### src/rtl/mcpu_pkg.sv
// Shared encodings for the multi-cycle MIPS control unit: states, opcode/funct
// fields, ALU operation codes and datapath mux select codes.
package mcpu_pkg;

   typedef enum logic [4:0] {
      S_IF       = 5'd0,
      S_ID       = 5'd1,
      S_MEM_ADDR = 5'd2,
      S_MEM_RD   = 5'd3,
      S_WB_LW    = 5'd4,
      S_MEM_WR   = 5'd5,
      S_EX_R     = 5'd6,
      S_WB_R     = 5'd7,
      S_BR       = 5'd8,
      S_J        = 5'd9,
      S_JAL      = 5'd10,
      S_JR       = 5'd11,
      S_JALR     = 5'd12,
      S_EX_I     = 5'd13,
      S_WB_I     = 5'd14,
      S_ILLEGAL  = 5'd15
   } state_t;

   localparam logic [5:0] OP_RTYPE = 6'b000000;
   localparam logic [5:0] OP_J     = 6'b000010;
   localparam logic [5:0] OP_JAL   = 6'b000011;
   localparam logic [5:0] OP_BEQ   = 6'b000100;
   localparam logic [5:0] OP_BNE   = 6'b000101;
   localparam logic [5:0] OP_ADDI  = 6'b001000;
   localparam logic [5:0] OP_SLTI  = 6'b001010;
   localparam logic [5:0] OP_ANDI  = 6'b001100;
   localparam logic [5:0] OP_ORI   = 6'b001101;
   localparam logic [5:0] OP_XORI  = 6'b001110;
   localparam logic [5:0] OP_LUI   = 6'b001111;
   localparam logic [5:0] OP_LW    = 6'b100011;
   localparam logic [5:0] OP_SW    = 6'b101011;

   localparam logic [5:0] FN_SRL   = 6'b000010;
   localparam logic [5:0] FN_JR    = 6'b001000;
   localparam logic [5:0] FN_JALR  = 6'b001001;
   localparam logic [5:0] FN_ADD   = 6'b100000;
   localparam logic [5:0] FN_SUB   = 6'b100010;
   localparam logic [5:0] FN_AND   = 6'b100100;
   localparam logic [5:0] FN_OR    = 6'b100101;
   localparam logic [5:0] FN_XOR   = 6'b100110;
   localparam logic [5:0] FN_NOR   = 6'b100111;
   localparam logic [5:0] FN_SLT   = 6'b101010;

   localparam logic [2:0] ALU_AND = 3'b000;
   localparam logic [2:0] ALU_OR  = 3'b001;
   localparam logic [2:0] ALU_ADD = 3'b010;
   localparam logic [2:0] ALU_XOR = 3'b011;
   localparam logic [2:0] ALU_NOR = 3'b100;
   localparam logic [2:0] ALU_SRL = 3'b101;
   localparam logic [2:0] ALU_SUB = 3'b110;
   localparam logic [2:0] ALU_SLT = 3'b111;

   localparam logic [1:0] PCS_ALU    = 2'b00;
   localparam logic [1:0] PCS_ALUOUT = 2'b01;
   localparam logic [1:0] PCS_JUMP   = 2'b10;
   localparam logic [1:0] PCS_RS     = 2'b11;

   localparam logic [1:0] SRCB_RT    = 2'b00;
   localparam logic [1:0] SRCB_FOUR  = 2'b01;
   localparam logic [1:0] SRCB_IMM   = 2'b10;
   localparam logic [1:0] SRCB_BOFF  = 2'b11;

   localparam logic [1:0] DST_RT     = 2'b00;
   localparam logic [1:0] DST_RD     = 2'b01;
   localparam logic [1:0] DST_RA     = 2'b10;

   localparam logic [1:0] M2R_ALUOUT = 2'b00;
   localparam logic [1:0] M2R_MDR    = 2'b01;
   localparam logic [1:0] M2R_PC     = 2'b10;
   localparam logic [1:0] M2R_LUI    = 2'b11;

   typedef struct packed {
      state_t     dispatch;   // state that follows ID
      logic [2:0] alu_ctrl;   // operation for EX_R / EX_I
      logic       ext_zero;
      logic       is_store;
      logic       is_bne;
      logic       is_lui;
   } dec_t;

endpackage

### src/rtl/mcpu_decode.sv
// Combinational instruction classifier: maps OPcode/Fun onto the state that
// follows ID plus the ALU operation and per-instruction qualifiers.
module mcpu_decode
   import mcpu_pkg::*;
(
   input  logic [5:0] opcode,
   input  logic [5:0] fun,
   output dec_t       dec
);

   always_comb begin
      dec          = '0;
      dec.dispatch = S_ILLEGAL;
      dec.alu_ctrl = ALU_ADD;
      unique case (opcode)
         OP_RTYPE: begin
            dec.dispatch = S_EX_R;
            case (fun)
               FN_ADD:  dec.alu_ctrl = ALU_ADD;
               FN_SUB:  dec.alu_ctrl = ALU_SUB;
               FN_AND:  dec.alu_ctrl = ALU_AND;
               FN_OR:   dec.alu_ctrl = ALU_OR;
               FN_SLT:  dec.alu_ctrl = ALU_SLT;
               FN_NOR:  dec.alu_ctrl = ALU_NOR;
               FN_SRL:  dec.alu_ctrl = ALU_SRL;
               FN_XOR:  dec.alu_ctrl = ALU_XOR;
               FN_JR:   dec.dispatch = S_JR;
               FN_JALR: dec.dispatch = S_JALR;
               default: dec.dispatch = S_ILLEGAL;
            endcase
         end
         OP_LW:   dec.dispatch = S_MEM_ADDR;
         OP_SW: begin
            dec.dispatch = S_MEM_ADDR;
            dec.is_store = 1'b1;
         end
         OP_BEQ:  dec.dispatch = S_BR;
         OP_BNE: begin
            dec.dispatch = S_BR;
            dec.is_bne   = 1'b1;
         end
         OP_J:    dec.dispatch = S_J;
         OP_JAL:  dec.dispatch = S_JAL;
         OP_ADDI: dec.dispatch = S_EX_I;
         OP_SLTI: begin
            dec.dispatch = S_EX_I;
            dec.alu_ctrl = ALU_SLT;
         end
         // logical immediates use the zero-extended field
         OP_ANDI: begin
            dec.dispatch = S_EX_I;
            dec.alu_ctrl = ALU_AND;
            dec.ext_zero = 1'b1;
         end
         OP_ORI: begin
            dec.dispatch = S_EX_I;
            dec.alu_ctrl = ALU_OR;
            dec.ext_zero = 1'b1;
         end
         OP_XORI: begin
            dec.dispatch = S_EX_I;
            dec.alu_ctrl = ALU_XOR;
            dec.ext_zero = 1'b1;
         end
         OP_LUI: begin
            dec.dispatch = S_EX_I;
            dec.is_lui   = 1'b1;
         end
         default: dec.dispatch = S_ILLEGAL;
      endcase
   end

endmodule

### src/rtl/mcpu_ctrl.sv
// Multi-cycle MIPS control FSM: state register plus Moore output decode, with
// fetch/branch write enables qualified by MIO_ready and zero.
module mcpu_ctrl
   import mcpu_pkg::*;
#(
   parameter bit ILLEGAL_HALT = 1'b1
)
(
   input  logic       clk,
   input  logic       rst_n,
   input  logic [5:0] OPcode,
   input  logic [5:0] Fun,
   input  logic       zero,
   input  logic       MIO_ready,
   output logic       CPU_MIO,
   output logic       MemRead,
   output logic       MemWrite,
   output logic       IorD,
   output logic       IRWrite,
   output logic       PCWrite,
   output logic [1:0] PCSource,
   output logic       ALUSrcA,
   output logic [1:0] ALUSrcB,
   output logic       ExtZero,
   output logic [2:0] ALU_Control,
   output logic [1:0] RegDst,
   output logic [1:0] MemtoReg,
   output logic       RegWrite,
   output logic       illegal,
   output logic [4:0] state
);

   state_t state_q, state_d;
   dec_t   dec;

   mcpu_decode u_decode (
      .opcode (OPcode),
      .fun    (Fun),
      .dec    (dec)
   );

   always_ff @(posedge clk or negedge rst_n) begin
      if (!rst_n) state_q <= S_IF;
      else        state_q <= state_d;
   end

   assign state = state_q;

   always_comb begin
      state_d     = state_q;
      CPU_MIO     = 1'b0;
      MemRead     = 1'b0;
      MemWrite    = 1'b0;
      IorD        = 1'b0;
      IRWrite     = 1'b0;
      PCWrite     = 1'b0;
      PCSource    = PCS_ALU;
      ALUSrcA     = 1'b0;
      ALUSrcB     = SRCB_RT;
      ExtZero     = 1'b0;
      ALU_Control = ALU_ADD;
      RegDst      = DST_RT;
      MemtoReg    = M2R_ALUOUT;
      RegWrite    = 1'b0;
      illegal     = 1'b0;

      unique case (state_q)
         S_IF: begin
            CPU_MIO = 1'b1;
            MemRead = 1'b1;
            ALUSrcB = SRCB_FOUR;
            PCWrite = MIO_ready;
            IRWrite = MIO_ready;
            if (MIO_ready) state_d = S_ID;
         end
         S_ID: begin
            ALUSrcB = SRCB_BOFF;
            state_d = dec.dispatch;
         end
         S_MEM_ADDR: begin
            ALUSrcA = 1'b1;
            ALUSrcB = SRCB_IMM;
            state_d = dec.is_store ? S_MEM_WR : S_MEM_RD;
         end
         S_MEM_RD: begin
            CPU_MIO = 1'b1;
            MemRead = 1'b1;
            IorD    = 1'b1;
            if (MIO_ready) state_d = S_WB_LW;
         end
         S_WB_LW: begin
            MemtoReg = M2R_MDR;
            RegWrite = 1'b1;
            state_d  = S_IF;
         end
         S_MEM_WR: begin
            CPU_MIO  = 1'b1;
            MemWrite = 1'b1;
            IorD     = 1'b1;
            if (MIO_ready) state_d = S_IF;
         end
         S_EX_R: begin
            ALUSrcA     = 1'b1;
            ALU_Control = dec.alu_ctrl;
            state_d     = S_WB_R;
         end
         S_WB_R: begin
            RegDst   = DST_RD;
            RegWrite = 1'b1;
            state_d  = S_IF;
         end
         S_BR: begin
            ALUSrcA     = 1'b1;
            ALU_Control = ALU_SUB;
            PCSource    = PCS_ALUOUT;
            PCWrite     = dec.is_bne ? ~zero : zero;
            state_d     = S_IF;
         end
         S_J: begin
            PCSource = PCS_JUMP;
            PCWrite  = 1'b1;
            state_d  = S_IF;
         end
         // PC already holds PC+4 here, so it is the link value
         S_JAL: begin
            PCSource = PCS_JUMP;
            PCWrite  = 1'b1;
            RegDst   = DST_RA;
            MemtoReg = M2R_PC;
            RegWrite = 1'b1;
            state_d  = S_IF;
         end
         S_JR: begin
            PCSource = PCS_RS;
            PCWrite  = 1'b1;
            state_d  = S_IF;
         end
         S_JALR: begin
            PCSource = PCS_RS;
            PCWrite  = 1'b1;
            RegDst   = DST_RD;
            MemtoReg = M2R_PC;
            RegWrite = 1'b1;
            state_d  = S_IF;
         end
         S_EX_I: begin
            ALUSrcA     = 1'b1;
            ALUSrcB     = SRCB_IMM;
            ALU_Control = dec.alu_ctrl;
            ExtZero     = dec.ext_zero;
            state_d     = S_WB_I;
         end
         S_WB_I: begin
            RegWrite = 1'b1;
            MemtoReg = dec.is_lui ? M2R_LUI : M2R_ALUOUT;
            state_d  = S_IF;
         end
         S_ILLEGAL: begin
            illegal = 1'b1;
            state_d = ILLEGAL_HALT ? S_ILLEGAL : S_IF;
         end
         default: state_d = S_IF;
      endcase

      // strobes must drop the instant reset asserts, even mid-access
      if (!rst_n) begin
         MemRead  = 1'b0;
         MemWrite = 1'b0;
         IRWrite  = 1'b0;
         PCWrite  = 1'b0;
         RegWrite = 1'b0;
         illegal  = 1'b0;
      end
   end

endmodule

### config.mk
export PLATFORM = sky130hd
export DESIGN_NAME = mcpu_ctrl
export DESIGN_NICKNAME = d
export VERILOG_FILES = /design/src/rtl/mcpu_pkg.sv /design/src/rtl/mcpu_decode.sv /design/src/rtl/mcpu_ctrl.sv
export SDC_FILE = /design/constraint.sdc
export NUM_CORES = 1
export LEC_CHECK = 0
export ABC_CLOCK_PERIOD_IN_PS = 3200
export BUFFER_PORTS_ARGS = -buffer_cell sky130_fd_sc_hd__buf_2
export CELL_PAD_IN_SITES_DETAIL_PLACEMENT = 1
export CELL_PAD_IN_SITES_GLOBAL_PLACEMENT = 1
export CORE_MARGIN = 2
export CORE_UTILIZATION = 37
export DETAILED_ROUTE_END_ITERATION = 16
export PLACE_DENSITY_LB_ADDON = 0.1
export SLEW_MARGIN = 20
export SYNTH_ARGS = -nofsm -noshare
export SYNTH_HDL_FRONTEND = slang
export SYNTH_HIERARCHICAL = 1
export SYNTH_SLANG_ARGS = --single-unit
### constraint.sdc
create_clock -name clk -period 3.2 [get_ports clk]
set_input_delay 0.48 -clock clk [delete_from_list [all_inputs] [get_ports clk]]
set_output_delay 0.48 -clock clk [all_outputs]
set_load 0.005 [all_outputs]
==> flow_metrics.env <==
export IMPL_synth_ff_type="dfrtp_1"
export IMPL_crit_chain="buf_2, nor2b_1, o32ai_1, nand4b_1, a2111oi_1, a32oi_1, o22a_1, nor2_1, buf_2"
export IMPL_diodes=0
export IMPL_cts_tree="built"
export IMPL_grt_pass1_wl_mm=6.244
export IMPL_maxSlewViolCount=0
export IMPL_cts_sinks=5
export IMPL_path_max_fanout=7
export IMPL_core_area_um2=3028
export IMPL_cts_resized=0
export IMPL_ioPinCount=42
export IMPL_fmaxAchievable_mhz=371.2
export IMPL_worstSkewPairLatency_ns=0.24
export IMPL_worst_slew_pin_slew_ns=0.6684
export IMPL_grt_max_degree=21
export IMPL_p_leak_uw=0.0005757
export IMPL_cp_startpoint="Fun[3]"
export IMPL_die_h_um=60.35
export IMPL_cts_buffers=3
export IMPL_clock_path_buffers=2
export IMPL_cp_slowest_cell="a2111oi_1"
export IMPL_num_rows=20
export IMPL_die_w_um=60.35
export IMPL_hpwl_mm=2.910
export IMPL_cts_hold_buf=0
export IMPL_syn_inst=180
export IMPL_timing_critical_path_mode_cell="buf_2"
export IMPL_die_area_um2=3642
export IMPL_multi_input_area_um2=903.4
export IMPL_max_cap_violations=0
export IMPL_post_drt_wl_per_cell_um=15.03
export IMPL_portBuffers=41
export IMPL_largest_reg_flops=5
export IMPL_n_fill_cell=437
export IMPL_cp_data_arrival_time_ns=2.21
export IMPL_synth_area_um2=1175
export IMPL_initial_core_util_pct=38.80
export IMPL_hold_violations=0
export IMPL_grt_overflow_total=0
export IMPL_path_class="input port to output pin"
export IMPL_min_path_type="input port to asynchronous set/reset pin"
export IMPL_vias=1383
export IMPL_ant_nets=0
export IMPL_syn_nets=196
export IMPL_finalCritPeriodShare_pct=84.19
export IMPL_wl_mm=3.773
export IMPL_clkTransAtPathRegs_ns=0.04
export IMPL_nNetsFinal=224
export IMPL_cp_top_family="compound AO/OA/AOI/OAI gates"
export IMPL_post_place_ws_ns=0.5126
export IMPL_setup_slack_ns=0.5058
export IMPL_first_pass_iters=5
export IMPL_required_ns=2.72
export IMPL_worst_path_buf_inv=2
export IMPL_start_kind="input port"
export IMPL_endpoint_kind="output pin"
export IMPL_setup_tns_final_ns=0
export IMPL_rsz0062_at_grt="false"
export IMPL_synth_async_sr_flop_share_pct=100.0
export IMPL_gp_congestion=0.7953
export IMPL_synth_cell_types=50
export IMPL_vdd_drop_max_mv=0.2666
export IMPL_drt_iter0_markers=44
export IMPL_slew_limit_headroom_pct=55.44
export IMPL_setup_viol=0
export IMPL_post_route_cells_drive_above_1_share_pct=23.67
export IMPL_cts_root_buf="clkbuf_4"
export IMPL_r2r_start="state[2]"
export IMPL_ys_ff_latch=5
export IMPL_cts_setup_buffers=0
export IMPL_grt_use_total_pct=21.70
export IMPL_register_area_um2=125.1
export IMPL_cts_htree_levels=1
export IMPL_grt_pass1_vias=1257
export IMPL_p_per_area_nw_per_um2=666.9
export IMPL_layout_area_overhead_vs_synth_pct=14.80
export IMPL_viasPerCell=5.510
export IMPL_antenna_found_initial=0
export IMPL_drc_errors=0
export IMPL_skew_ns=0.0006131
export IMPL_yosysWarnings=6
export IMPL_yosysSeqAreaShare_pct=10.65
export IMPL_max_stage_delay_ns=0.48
export IMPL_syn_avg_cell_area_um2=6.527
export IMPL_post_route_min_period_ns=2.694
export IMPL_synth_edf_count=0
export IMPL_status="completed"
==> stage by stage <==
step | std cells | utilization (%) | hold slack [ns] | total power, uW | area, um2
final | 251 | 44.55 | 0.07356 | 899.5 | 1349
after global routing | 251 | 44.55 | 0.08194 | 993.7 | 1349
after CTS | 251 | 44.55 | 0.07157 | 904.1 | 1349
after detailed placement | 247 | 43.68 | 0.3265 | 825.2 | 1323
after global placement | 247 | 43.68 | 0.3228 | 805.9 | 1323
after floorplan | 180 | - | 0.1844 | 662.9 | 1175
==> synthesized netlist by cell type, types with 4 or more instances <==
library cell   n  area share, %
nand3_1        7            3.0
inv_1          9            2.9
o21ai_1        4            1.7
a21oi_1        9            3.8
nand2_1       13            4.2
nand3b_1       4            2.6
o21ai_0        7            3.0
clkbuf_1       6            1.9
o22a_1         5            3.7
dfrtp_1        5             11
buf_2          6            2.6
nor3_1         9            3.8
nor2_1        26            8.3
nor4_1         5            2.7
nor2b_1        5            2.7
nand2b_1       9            4.8
buf_6          4            3.8
==> layout make-up <==
type,count,area share (%)
repair buffers,41,15.21
clock buffers,4,1.948
inverters,9,2.505
flip-flops and latches,5,9.276
multi-input cells,148,66.98
well taps,44,4.082
==> routing by layer <==
layer  part of all wire, %  GRT usage [%]
met5                     0              0
met4                     0          1.905
met3                   3.5         0.6397
met2                    45          34.94
met1                    51          33.42
==> worst register-to-register path, stage by stage, from the launching register on <==
cell and delay (ns):
dfrtp_1 0.73, or2_0 0.40, o21ai_0 0.16, o21bai_1 0.25, o21bai_1 0.13
==> path summary, 6_finish.rpt <==
check / to / slack [ns] / depth (start not counted)
min: state[1] / 0.07 / 1
min in group clk: state[2] / 0.55 / 2
min reg2reg: state[1] / 0.88 / 1
max in group asynchronous: state[3] / 2.97 / 1
max: ALU_Control[2] / 0.51 / 9
max reg2reg: state[0] / 1.40 / 4
==> logic make-up after synthesis <==
family	synth area share, %
compound gates	27.16
xor+xnor	2.982
buf+inv	12.46
flops	10.65
mux	1.704
other cells	0.3192
simple gates	44.73
==> cells in the final DEF, fill, tap and decap left out, types with 2 or more instances in the layout <==
cell type,instances
nand3_1,7
nor2b_1,5
nand3b_1,4
or3_1,2
a2bb2oi_1,2
nor4_1,5
clkbuf_4,3
o21ai_1,4
a32oi_1,2
o21ai_0,7
o21bai_1,2
buf_2,41
o21a_1,3
nand2b_1,9
o22a_1,5
and3_1,2
a211o_1,2
inv_1,9
a21oi_1,9
and4_1,2
nor3_1,9
a31oi_1,2
xnor2_1,3
nor2_1,26
nand2_1,13
mux2i_1,2
dfrtp_1,5
==> power breakdown <==
part	switching [uW]	internal, uW
registers	131	87.2
clock network	25.0	47.1
logic	326	284
No activity file was read; power rests on OpenSTA's default activity.
